`src/rtl/adc_scan_sequencer.sv`:
```
// adc_scan_sequencer: walks a channel mask once per scan period, drives the LTC2308
// controller start/channel inputs and streams channel-tagged 12-bit results.
module adc_scan_sequencer #(
  parameter int TIMEOUT_CYCLES = 4096,
  parameter int BUSY_WAIT      = 4
) (
  input  logic        clock,
  input  logic        reset_n,
  input  logic        enable,
  input  logic [7:0]  chan_mask,
  input  logic [23:0] period,
  input  logic        clear_err,
  output logic        adc_start,
  output logic [3:0]  adc_channel,
  input  logic        adc_ready,
  input  logic [11:0] adc_data,
  output logic        out_valid,
  input  logic        out_ready,
  output logic [15:0] out_data,
  output logic        busy,
  output logic        scan_done,
  output logic        scan_overrun,
  output logic        timeout_err
);

  // state     | meaning
  // IDLE      | scanning disabled, period counter held at reload value
  // WAIT_TICK | period counting down, waiting for next scan start
  // PICK      | take lowest pending channel, or finish the scan
  // START     | wait for ADC idle, then request a conversion
  // WAIT_BUSY | wait for ADC to acknowledge by dropping ready
  // WAIT_DONE | conversion running, wait for ready to return
  // EMIT      | result held on the output stream until accepted

  localparam int TMR_MAX = (TIMEOUT_CYCLES > BUSY_WAIT) ? TIMEOUT_CYCLES : BUSY_WAIT;
  localparam int TW      = $clog2(TMR_MAX + 1);

  typedef enum logic [2:0] {
    IDLE, WAIT_TICK, PICK, START, WAIT_BUSY, WAIT_DONE, EMIT
  } state_t;

  state_t        state, state_nxt;
  logic [23:0]   per_cnt;
  logic [TW-1:0] tmr;
  logic [7:0]    pend_mask, pend_nxt;
  logic [2:0]    idx, pick_idx;
  logic          start_q, done_q;
  logic [15:0]   data_q;
  logic          tick, tmr_tc, overrun_evt, timeout_evt;

  // Period 0 parks the counter at 0, which ticks every cycle (back-to-back scans)
  assign tick        = (per_cnt <= 24'd1);
  assign tmr_tc      = (tmr == '0);
  assign busy        = (state != IDLE) && (state != WAIT_TICK);
  assign overrun_evt = tick && busy && (period != 24'd0);

  always_comb begin
    pick_idx = 3'd0;
    for (int i = 7; i >= 0; i--)
      if (pend_mask[i]) pick_idx = 3'(i);
  end

  always_comb begin
    state_nxt   = state;
    pend_nxt    = pend_mask;
    timeout_evt = 1'b0;
    case (state)
      IDLE:
        if (enable) state_nxt = WAIT_TICK;
      WAIT_TICK:
        if (!enable) state_nxt = IDLE;
        else if (tick) begin
          pend_nxt = chan_mask;
          if (chan_mask != 8'd0) state_nxt = PICK;
        end
      PICK:
        if (!enable) state_nxt = IDLE;
        else if (pend_mask == 8'd0) state_nxt = WAIT_TICK;
        else begin
          pend_nxt  = pend_mask & (pend_mask - 8'd1);
          state_nxt = START;
        end
      START:
        if (!enable) state_nxt = IDLE;
        else if (adc_ready) state_nxt = WAIT_BUSY;
      WAIT_BUSY:
        if (!adc_ready) state_nxt = WAIT_DONE;
        else if (tmr_tc) begin
          timeout_evt = 1'b1;
          state_nxt   = PICK;
        end
      WAIT_DONE:
        if (adc_ready) state_nxt = EMIT;
        else if (tmr_tc) begin
          timeout_evt = 1'b1;
          state_nxt   = PICK;
        end
      EMIT:
        if (out_ready) state_nxt = PICK;
      default:
        state_nxt = IDLE;
    endcase
  end

  always_ff @(posedge clock or negedge reset_n) begin
    if (!reset_n) begin
      state        <= IDLE;
      per_cnt      <= 24'd0;
      tmr          <= '0;
      pend_mask    <= 8'd0;
      idx          <= 3'd0;
      start_q      <= 1'b0;
      done_q       <= 1'b0;
      data_q       <= 16'd0;
      scan_overrun <= 1'b0;
      timeout_err  <= 1'b0;
    end else begin
      state     <= state_nxt;
      pend_mask <= pend_nxt;
      start_q   <= (state == START) && (state_nxt == WAIT_BUSY);
      done_q    <= (state == PICK) && enable && (pend_mask == 8'd0);

      if (state == PICK && state_nxt == START) idx <= pick_idx;

      if (state == IDLE || tick) per_cnt <= period;
      else                       per_cnt <= per_cnt - 24'd1;

      // Handshake timers load on entry to their wait state and count down to 0
      if (state_nxt == WAIT_BUSY && state != WAIT_BUSY)
        tmr <= TW'(BUSY_WAIT - 1);
      else if (state_nxt == WAIT_DONE && state != WAIT_DONE)
        tmr <= TW'(TIMEOUT_CYCLES - 1);
      else if (!tmr_tc)
        tmr <= tmr - TW'(1);

      if (state == WAIT_DONE && adc_ready) data_q <= {1'b0, idx, adc_data};

      if (overrun_evt)    scan_overrun <= 1'b1;
      else if (clear_err) scan_overrun <= 1'b0;

      if (timeout_evt)    timeout_err <= 1'b1;
      else if (clear_err) timeout_err <= 1'b0;
    end
  end

  assign adc_start   = start_q;
  assign adc_channel = {1'b0, idx};
  assign out_valid   = (state == EMIT);
  assign out_data    = data_q;
  assign scan_done   = done_q;

endmodule

```
`config.mk`:
```
export PLATFORM = sky130hd
export DESIGN_NAME = adc_scan_sequencer
export DESIGN_NICKNAME = d
export VERILOG_FILES = /design/src/rtl/adc_scan_sequencer.sv
export SDC_FILE = /design/constraint.sdc
export NUM_CORES = 1
export LEC_CHECK = 0
export BUFFER_PORTS_ARGS = -buffer_cell sky130_fd_sc_hd__buf_2
export CAP_MARGIN = 10
export CELL_PAD_IN_SITES_DETAIL_PLACEMENT = 0
export CELL_PAD_IN_SITES_GLOBAL_PLACEMENT = 2
export CORE_MARGIN = 4
export CORE_UTILIZATION = 35
export CTS_BUF_LIST = sky130_fd_sc_hd__clkbuf_16
export DETAILED_ROUTE_END_ITERATION = 10
export PLACE_DENSITY = 0.8
export REMOVE_ABC_BUFFERS = 1
export SLEW_MARGIN = 40
export SYNTH_ARGS = -nofsm -noshare
export SYNTH_HDL_FRONTEND = slang
export SYNTH_SLANG_ARGS = --single-unit
```
`constraint.sdc`:
```
create_clock -name clock -period 2.6 [get_ports clock]
set_input_delay 0.13 -clock clock [delete_from_list [all_inputs] [get_ports clock]]
set_output_delay 0.13 -clock clock [all_outputs]
set_load 0.1 [all_outputs]
```
* After elaboration in Yosys (flattened, before gate mapping)
Index checks and enable logic that the tools add are counted.
Widths: inputs -> output; s select.
** Storage, ports and cells
- Bits in writable memories :: 0
- Latch bits :: 0
- Flip-flop bits (word level) :: 70
- Memory bits (read-only) :: 0
- Memories kept :: 0
- Input port bits :: 50
- Logic and storage cells :: 90
** Operators by class
- Shift operators :: 0
- Add/sub/neg operators :: 3
- Divide/modulo/power cells :: 0
- Multiplexer cells :: 37
- Magnitude comparators :: 1
- Bitwise logic cells :: 1
- Equal/unequal tests :: 17
- Reductions and logical operators :: 21
- Multiply operators :: 0
** Operators by type and width (number)
- $mux 3 :: 18
- $mux 13 :: 3
- $mux 8 :: 4
- $le 24x1->1 const B :: 1
- $mux 24 :: 1
- $reduce_bool 24->1 :: 1
- $sub 24x1->24 const B :: 1
- $pmux 3 s7 :: 1
- $pmux 8 s2 :: 1
- $eq 3x3->1 const B :: 5
- $logic_not 13->1 :: 1
- $sub 13x1->13 const B :: 1
- $logic_and 1x1->1 :: 10
- $eq 3x2->1 const B :: 3
- $and 8x8->8 :: 1
- $logic_not 8->1 :: 1
- $ne 2x2->1 const B :: 4
- $reduce_bool 8->1 :: 1
- $sub 8x1->8 const B :: 1
- $mux 1 :: 6
- $ne 3x1->1 const B :: 2
- $ne 3x3->1 const B :: 2
- $reduce_bool 2->1 :: 3
- $reduce_and 5->1 :: 1
- other kinds (6) :: 7

* Depth between registers and ports, before layout
Gate-level depths: netlist of the first run.
- Depth after elaboration :: 9
- Depth in mapped cells :: 8
- Depth with buffers taken out :: 7

* Least setup slack after synthesis of the first run
OpenSTA, ideal clock, no wires.
- Kind :: register to register
- Start point :: register per_cnt[14]
- End point :: register pend_mask[0]
- Setup slack :: 0.416 ns
- Cell stages (with the launch flop) :: 6
- Period minus slack after synthesis :: 2.184 ns
- Buffers on the path :: 0
- Arrival time :: 2.059 ns
- Cell sequence :: dfrtp_1 > or4_4 > or4b_4 > nor4_4 > nor2_2 > mux2_4
** On the way
- Cells in the longest elaborated chain, start to end :: 3
** Ends and longest elaborated chain
- start: declaration :: RTL line 43 : logic [23:0] per_cnt;
- start signal: assignment :: RTL line 125 : if (state == IDLE || tick) per_cnt <= period;
- start signal: assignment :: RTL line 126 : else per_cnt <= per_cnt - 24'd1;
- $le 24x1->1 :: RTL line 52 : assign tick = (per_cnt <= 24'd1);
- $ne 2x2->1 (no line)
- $reduce_and 5->1 (no line)
- end signal: assignment :: RTL line 119 : pend_mask <= pend_nxt;
- end: declaration :: RTL line 45 : logic [7:0] pend_mask, pend_nxt;
Every way passes these cells.
A chain may end at the register's enable or synchronous reset.

* Worst setup path after layout of the first run
- Start point :: register per_cnt[14]
- End point :: register pend_mask[5]
The elaborated chain is that of the path after synthesis.

==> results of run 1 <==
[metal layers]
layer	vias to the layer above	global-route usage
met2	52	0.252
met4	0	0.0560
met3	11	0.0317
met1	1397	0.189
met5	-	0
li1	1413	-
[report_power, final]
group | switching, mW | internal [mW] | total [mW]
logic | 1.80 | 0.952 | 2.75
clock network | 0.464 | 0.735 | 1.20
registers | 0.450 | 1.56 | 2.01
total | 2.71 | 3.24 | 5.96
[registers in the layout, summed over array words and instances (netlist names)]
| signal | cells |
|---|---|
| adc_start | 1 |
| idx | 3 |
| scan_done | 1 |
| pend_mask | 8 |
| state | 3 |
| per_cnt | 24 |
| timeout_err | 1 |
| scan_overrun | 1 |
| tmr | 13 |
| out_data | 15 |
[worst max-delay path, cell delays in order, from the launching register on]
cell and delay, ns:
dfrtp_1 0.40, or4_4 0.58, or4b_4 0.52, nor4_4 0.32, buf_4 0.23, nand3b_1 0.12
nand3_1 0.08
[final cells by class]
type                       instances  area, sq um  area share
tap                              136          170      0.0371
inverter                          10         37.5     0.00817
clock inverter                     6         63.8      0.0139
timing repair buffer              85          483       0.105
sequential                        70         1750       0.381
clock buffer                       9          225      0.0490
multi-input combinational        248         1860       0.405
[cells by family (layout without fill, tap and decap cells)]
kind of cell	count (synthesis)	in the layout	synth area share
AND/OR/NAND/NOR	122	122	0.204
flip-flops	70	70	0.470
AO/OA/AOI/OAI	52	52	0.0940
multiplexers	40	40	0.121
XOR/XNOR	29	29	0.0681
buffers and inverters	24	110	0.0319
adder cells (fa/ha/maj)	3	3	0.0101
other	1	2	0.00101
[per-stage QoR]
| stage | hold WS (ns) | utilization | instance area (sq um) |
|---|---|---|---|
| floorplan | -0.166 | - | 3650 |
| global placement | 0.173 | 0.414 | 4290 |
| detailed placement | 0.170 | 0.414 | 4290 |
| CTS | 0.0220 | 0.443 | 4590 |
| global route | 0.0266 | 0.443 | 4590 |
| finish | 0.0309 | 0.443 | 4590 |
[worst max path at each step]
| stage | endpoint | cells after the start |
|---|---|---|
| after floorplan | pend_mask[0]$_DFFE_PN0P_ | 5 |
| after global placement | pend_mask[0]$_DFFE_PN0P_ | 5 |
| after detailed placement | pend_mask[2]$_DFFE_PN0P_ | 5 |
| after CTS | pend_mask[5]$_DFFE_PN0P_ | 6 |
| after global routing | pend_mask[7]$_DFFE_PN0P_ | 6 |
| final | pend_mask[5]$_DFFE_PN0P_ | 6 |
[synthesized netlist by cell type (5+ instances only)]
cell / number
inv_1: 10
nand3_1: 7
nand2_1: 20
dfrtp_1: 70
or3_1: 6
nor2b_1: 6
a21oi_1: 19
xnor2_1: 12
nor3_1: 7
mux2_2: 37
nor2_1: 19
clkbuf_1: 7
xor2_1: 17
nor4_1: 16
nand2b_1: 5
o211ai_1: 5
o21ai_0: 5
==> flow_metrics.tcl, run 1 <==
set metrics [dict create \
    ys_ff_latch 70 \
    end_kind "register" \
    avgRoutedWirePerCell_um 15.4 \
    diodes 0 \
    fp-row-count 37 \
    cts.sinks 70 \
    grt.overflow.total 0 \
    postCtsSetupBuffers 0 \
    synth_top_area_cell "dfrtp_1" \
    cp.required_ns 2.80 \
    via_per_inst 5.09 \
    grt_pass1_wl_um 15100 \
    vias 2873 \
    initial_core_util 0.359 \
    fin_crit_ns 2.39 \
    dieArea_sq_um 12400 \
    worst_slack_ns 0.210 \
    yosys.cell_types.count 56 \
    final_common_cell "buf_2" \
    drc 0 \
    total_power_mw 5.96 \
    hold_end "out_data[1]$_DFFE_PN0P_" \
    grt_antenna_before_repair 0 \
    numCtsBuffers 9 \
    dp_cells 548 \
    clkLatencyLatePin_ns 0.33 \
    grt_pass1_vias 3044 \
    power_per_cell_area_nw_per_um2 1300 \
    worstSetupPathType "reg -> reg" \
    io_pins 76 \
    clock.fmax_ghz 0.418 \
    die_y_um 111 \
    nets 477 \
    highest_layer "met4" \
    fill_cells 1015 \
    status "finished, final reports clean" \
    cts_resized 0 \
    r2r_start "per_cnt[14]$_DFF_PN0_" \
    startpoint "per_cnt[14]$_DFF_PN0_" \
    place_ws_ns 0.193 \
    cts_tree "built" \
    cts_buffer_depth 2 \
    area_delta_synth_final_pct 23.2 \
    regToRegEndpoint "pend_mask[5]$_DFFE_PN0P_" \
    ant_nets 0 \
    hold_depth 2 \
    ir_drop_uv 709 \
    worstHoldPathType "in -> reg" \
    ys.flop_type "dfrtp_1" \
    fin_skew_ns 0.00575 \
    syn_avg_cell_area_sq_um 10.9 \
    relSlewSlack 0.594 \
    final.setup.tns_ns 0 \
    grt_usage 0.150 \
    hp-start "adc_data[1]" \
    crit_path_max_fanout 10 \
    synth-edff-count 0 \
    wl_met2_um 4220 \
    critPathLaunchType "register" \
    first_pass_iters 4 \
    wl_um 8680 \
    rsz0062_at_grt "no" \
    ctsRootBufferMaster "clkbuf_16" \
    netlist.area_leader.share 0.470 \
    reg2reg_depth 6 \
    netlist_area_sq_um 3730 \
    clkTransAtPathRegs_ns 0.06 \
    fp.dieW_um 111 \
    layout_worst_path_cycle_share 0.919 \
    htreeDepth 3 \
    drt_iter0_markers 156 \
    worst_slew_pin_slew_ns 0.601 \
    layout-drive-gt1-share 0.353 \
    final_cells 564 \
    cts_hold_buf 1 \
    wl_met1_um 3970 \
    port-buffer-count 73 \
    yosys_warnings 0 \
    met3_length_um 341 \
    yosys-top-cells-area "dfrtp_1 47%, mux2_2 11%, xor2_1 4.0%" \
    synthCells 341 \
    final_cell_mix "73 x buf_2, 70 x dfrtp_1, 37 x mux2_2, 20 x nand2_1" \
    dp_hpwl_um 6510 \
    finalHoldViolCount 0 \
    reg2reg_slack_ns 0.21 \
    gp_congestion 0.806 \
    grt_max_degree 47 \
    arrival_ns 2.59 \
    yosysSeqAreaShare 0.470 \
    leakagePower_nw 2.06 \
    slew_violations 0 \
    drv_cap 0 \
    finalSetupViolCount 0 \
    synthArstFlopShare 1.00 \
    core_area_sq_um 10400 \
]
No activity file was read; power rests on OpenSTA's default activity.
==> run 2: changes to the inputs <==
--- a/config.mk
+++ b/config.mk
@@ -13,6 +13,7 @@
 export CORE_UTILIZATION = 35
 export CTS_BUF_LIST = sky130_fd_sc_hd__clkbuf_16
 export DETAILED_ROUTE_END_ITERATION = 10
+export MAX_ROUTING_LAYER = met4
 export PLACE_DENSITY = 0.8
 export REMOVE_ABC_BUFFERS = 1
 export SLEW_MARGIN = 40
==> run 2 against run 1 <==
Compared with the run above:
- global-route usage increased by 0.39 points
- sequential share of layout area stayed put
- clock power is essentially flat
- final cell count stayed put
- utilization is the same
- combinational power about the same
- worst hold slack hardly changed
- critical endpoint unchanged
==> flow_metrics.tcl, run 2 (same netlist as run 1, synthesis figures left out) <==
set metrics [dict create \
    status "finished, final reports clean" \
    layout-drive-gt1-share 0.353 \
    fin_crit_ns 2.39 \
    crit_path_max_fanout 10 \
    clock.fmax_ghz 0.418 \
    diodes 0 \
    dieArea_sq_um 12400 \
    leakagePower_nw 2.06 \
    final.setup.tns_ns 0 \
    dpl_cell_area_sq_um 4290 \
    nets 477 \
    port-buffer-count 73 \
    hold_end "out_data[1]$_DFFE_PN0P_" \
    worstSetupPathType "reg -> reg" \
    reg2reg_depth 6 \
    ant_nets 0 \
    clkTransAtPathRegs_ns 0.06 \
    fin_skew_ns 0.00553 \
    cpMaxStageDelayCell "or4_4" \
    path_cells "or4_4 > or4b_4 > nor4_4 > buf_4 > nand3b_1 > nand3_1" \
    final_cells 564 \
    finalInstanceArea_sq_um 4590 \
    end_kind "register" \
    finalHoldViolCount 0 \
    cts_tree "built" \
    startpoint "per_cnt[14]$_DFF_PN0_" \
    drv_cap 0 \
    cts.sinks 70 \
    grt_usage 0.154 \
    finalSetupViolCount 0 \
    grt_antenna_before_repair 0 \
    arrival_ns 2.59 \
    fill_cells 1015 \
    drc 0 \
    first_pass_iters 4 \
    dp_cells 548 \
    reg2reg_slack_ns 0.21 \
    avgRoutedWirePerCell_um 15.4 \
    final_common_cell "buf_2" \
    cp.required_ns 2.80 \
    cts_buffer_depth 2 \
    worstHoldPathType "in -> reg" \
    numCtsBuffers 9 \
    die_y_um 111 \
    grt_pass1_vias 3044 \
    ir_drop_uv 709 \
    slew_violations 0 \
    core_area_sq_um 10400 \
    via_per_inst 5.12 \
    clkLatencyLatePin_ns 0.33 \
    drt_iter0_markers 153 \
    r2r_start "per_cnt[14]$_DFF_PN0_" \
    grt_max_degree 47 \
    worst_slew_pin_slew_ns 0.601 \
    regToRegEndpoint "pend_mask[5]$_DFFE_PN0P_" \
    layout_worst_path_cycle_share 0.919 \
    hp-start "adc_data[1]" \
    hold_depth 2 \
    relSlewSlack 0.594 \
    total_power_mw 5.96 \
    initial_core_util 0.359 \
    fp-row-count 37 \
    top_register "per_cnt" \
    wl_um 8670 \
    rsz0062_at_grt "no" \
    htreeDepth 3 \
    final_cell_mix "73 x buf_2, 70 x dfrtp_1, 37 x mux2_2, 20 x nand2_1" \
    power_per_cell_area_nw_per_um2 1300 \
    fp.dieW_um 111 \
    gp_congestion 0.818 \
    critPathLaunchType "register" \
    ctsRootBufferMaster "clkbuf_16" \
    dp_hpwl_um 6510 \
    largest_register_ffs 24 \
    cts_resized 0 \
    area_delta_synth_final_pct 23.2 \
    grt_pass1_wl_um 15100 \
    max_stage_delay_ns 0.58 \
    vias 2887 \
    io_pins 76 \
    grt.overflow.total 0 \
]
## run 2: cell counts in the layout (fill, tap and decap cells not counted)
No cell type changed its count.
## run 2: repair_timing
action                                  4_1_cts  5_1_grt
buffers inserted                              0        0
hold buffers                                  1        0
endpoints found under the hold margin        24        0
endpoints found under the setup margin        0        0
## run 2: layout make-up
type	instances	area, sq um	area share
Clock inverter	6	63.8	0.0139
Clock buffer	9	225	0.0490
Sequential cell	70	1750	0.381
Inverter	10	37.5	0.00817
Tap cell	136	170	0.0371
Timing Repair Buffer	85	483	0.105
Multi-Input combinational cell	248	1860	0.405
## run 2: worst max path at each step
stage | slack (ns) | cells after the start | end
after global routing | 0.1 | 6 | pend_mask[7]$_DFFE_PN0P_
after global placement | 0.22 | 5 | pend_mask[0]$_DFFE_PN0P_
after floorplan | 0.21 | 5 | pend_mask[0]$_DFFE_PN0P_
final | 0.21 | 6 | pend_mask[5]$_DFFE_PN0P_
after detailed placement | 0.19 | 5 | pend_mask[2]$_DFFE_PN0P_
after CTS | 0.18 | 6 | pend_mask[5]$_DFFE_PN0P_
## run 2: stage by stage
| step | setup WS, ns | hold slack [ns] | util |
|---|---|---|---|
| finish | 0.209 | 0.0313 | 0.443 |
| global route | 0.0998 | 0.0283 | 0.443 |
| CTS | 0.181 | 0.0220 | 0.443 |
| detailed placement | 0.193 | 0.170 | 0.414 |
| global placement | 0.224 | 0.173 | 0.414 |
| floorplan | 0.211 | -0.166 | - |
## run 2: where the power goes
part / total (mW) / internal (mW) / switching, mW
clock network: 1.20 / 0.735 / 0.465
registers: 2.01 / 1.56 / 0.449
logic: 2.75 / 0.952 / 1.80
total: 5.96 / 3.24 / 2.71
## run 2: worst max-delay path: cells and delay by family, from the launching register on
family,cells,cell delay (ns)
simple gates,5,1.62
flops,1,0.40
buf+inv,1,0.23
## run 2: layer usage
| metal | routed length (um) | vias to the layer above | track usage | part of all wire |
|---|---|---|---|---|
| li1 | - | 1411 | - | - |
| met1 | 3950 | 1402 | 0.189 | 0.46 |
| met5 | 0 | - | - | 0 |
| met4 | 146 | 0 | 0.0560 | 0.017 |
| met3 | 344 | 11 | 0.0295 | 0.040 |
| met2 | 4230 | 63 | 0.251 | 0.49 |
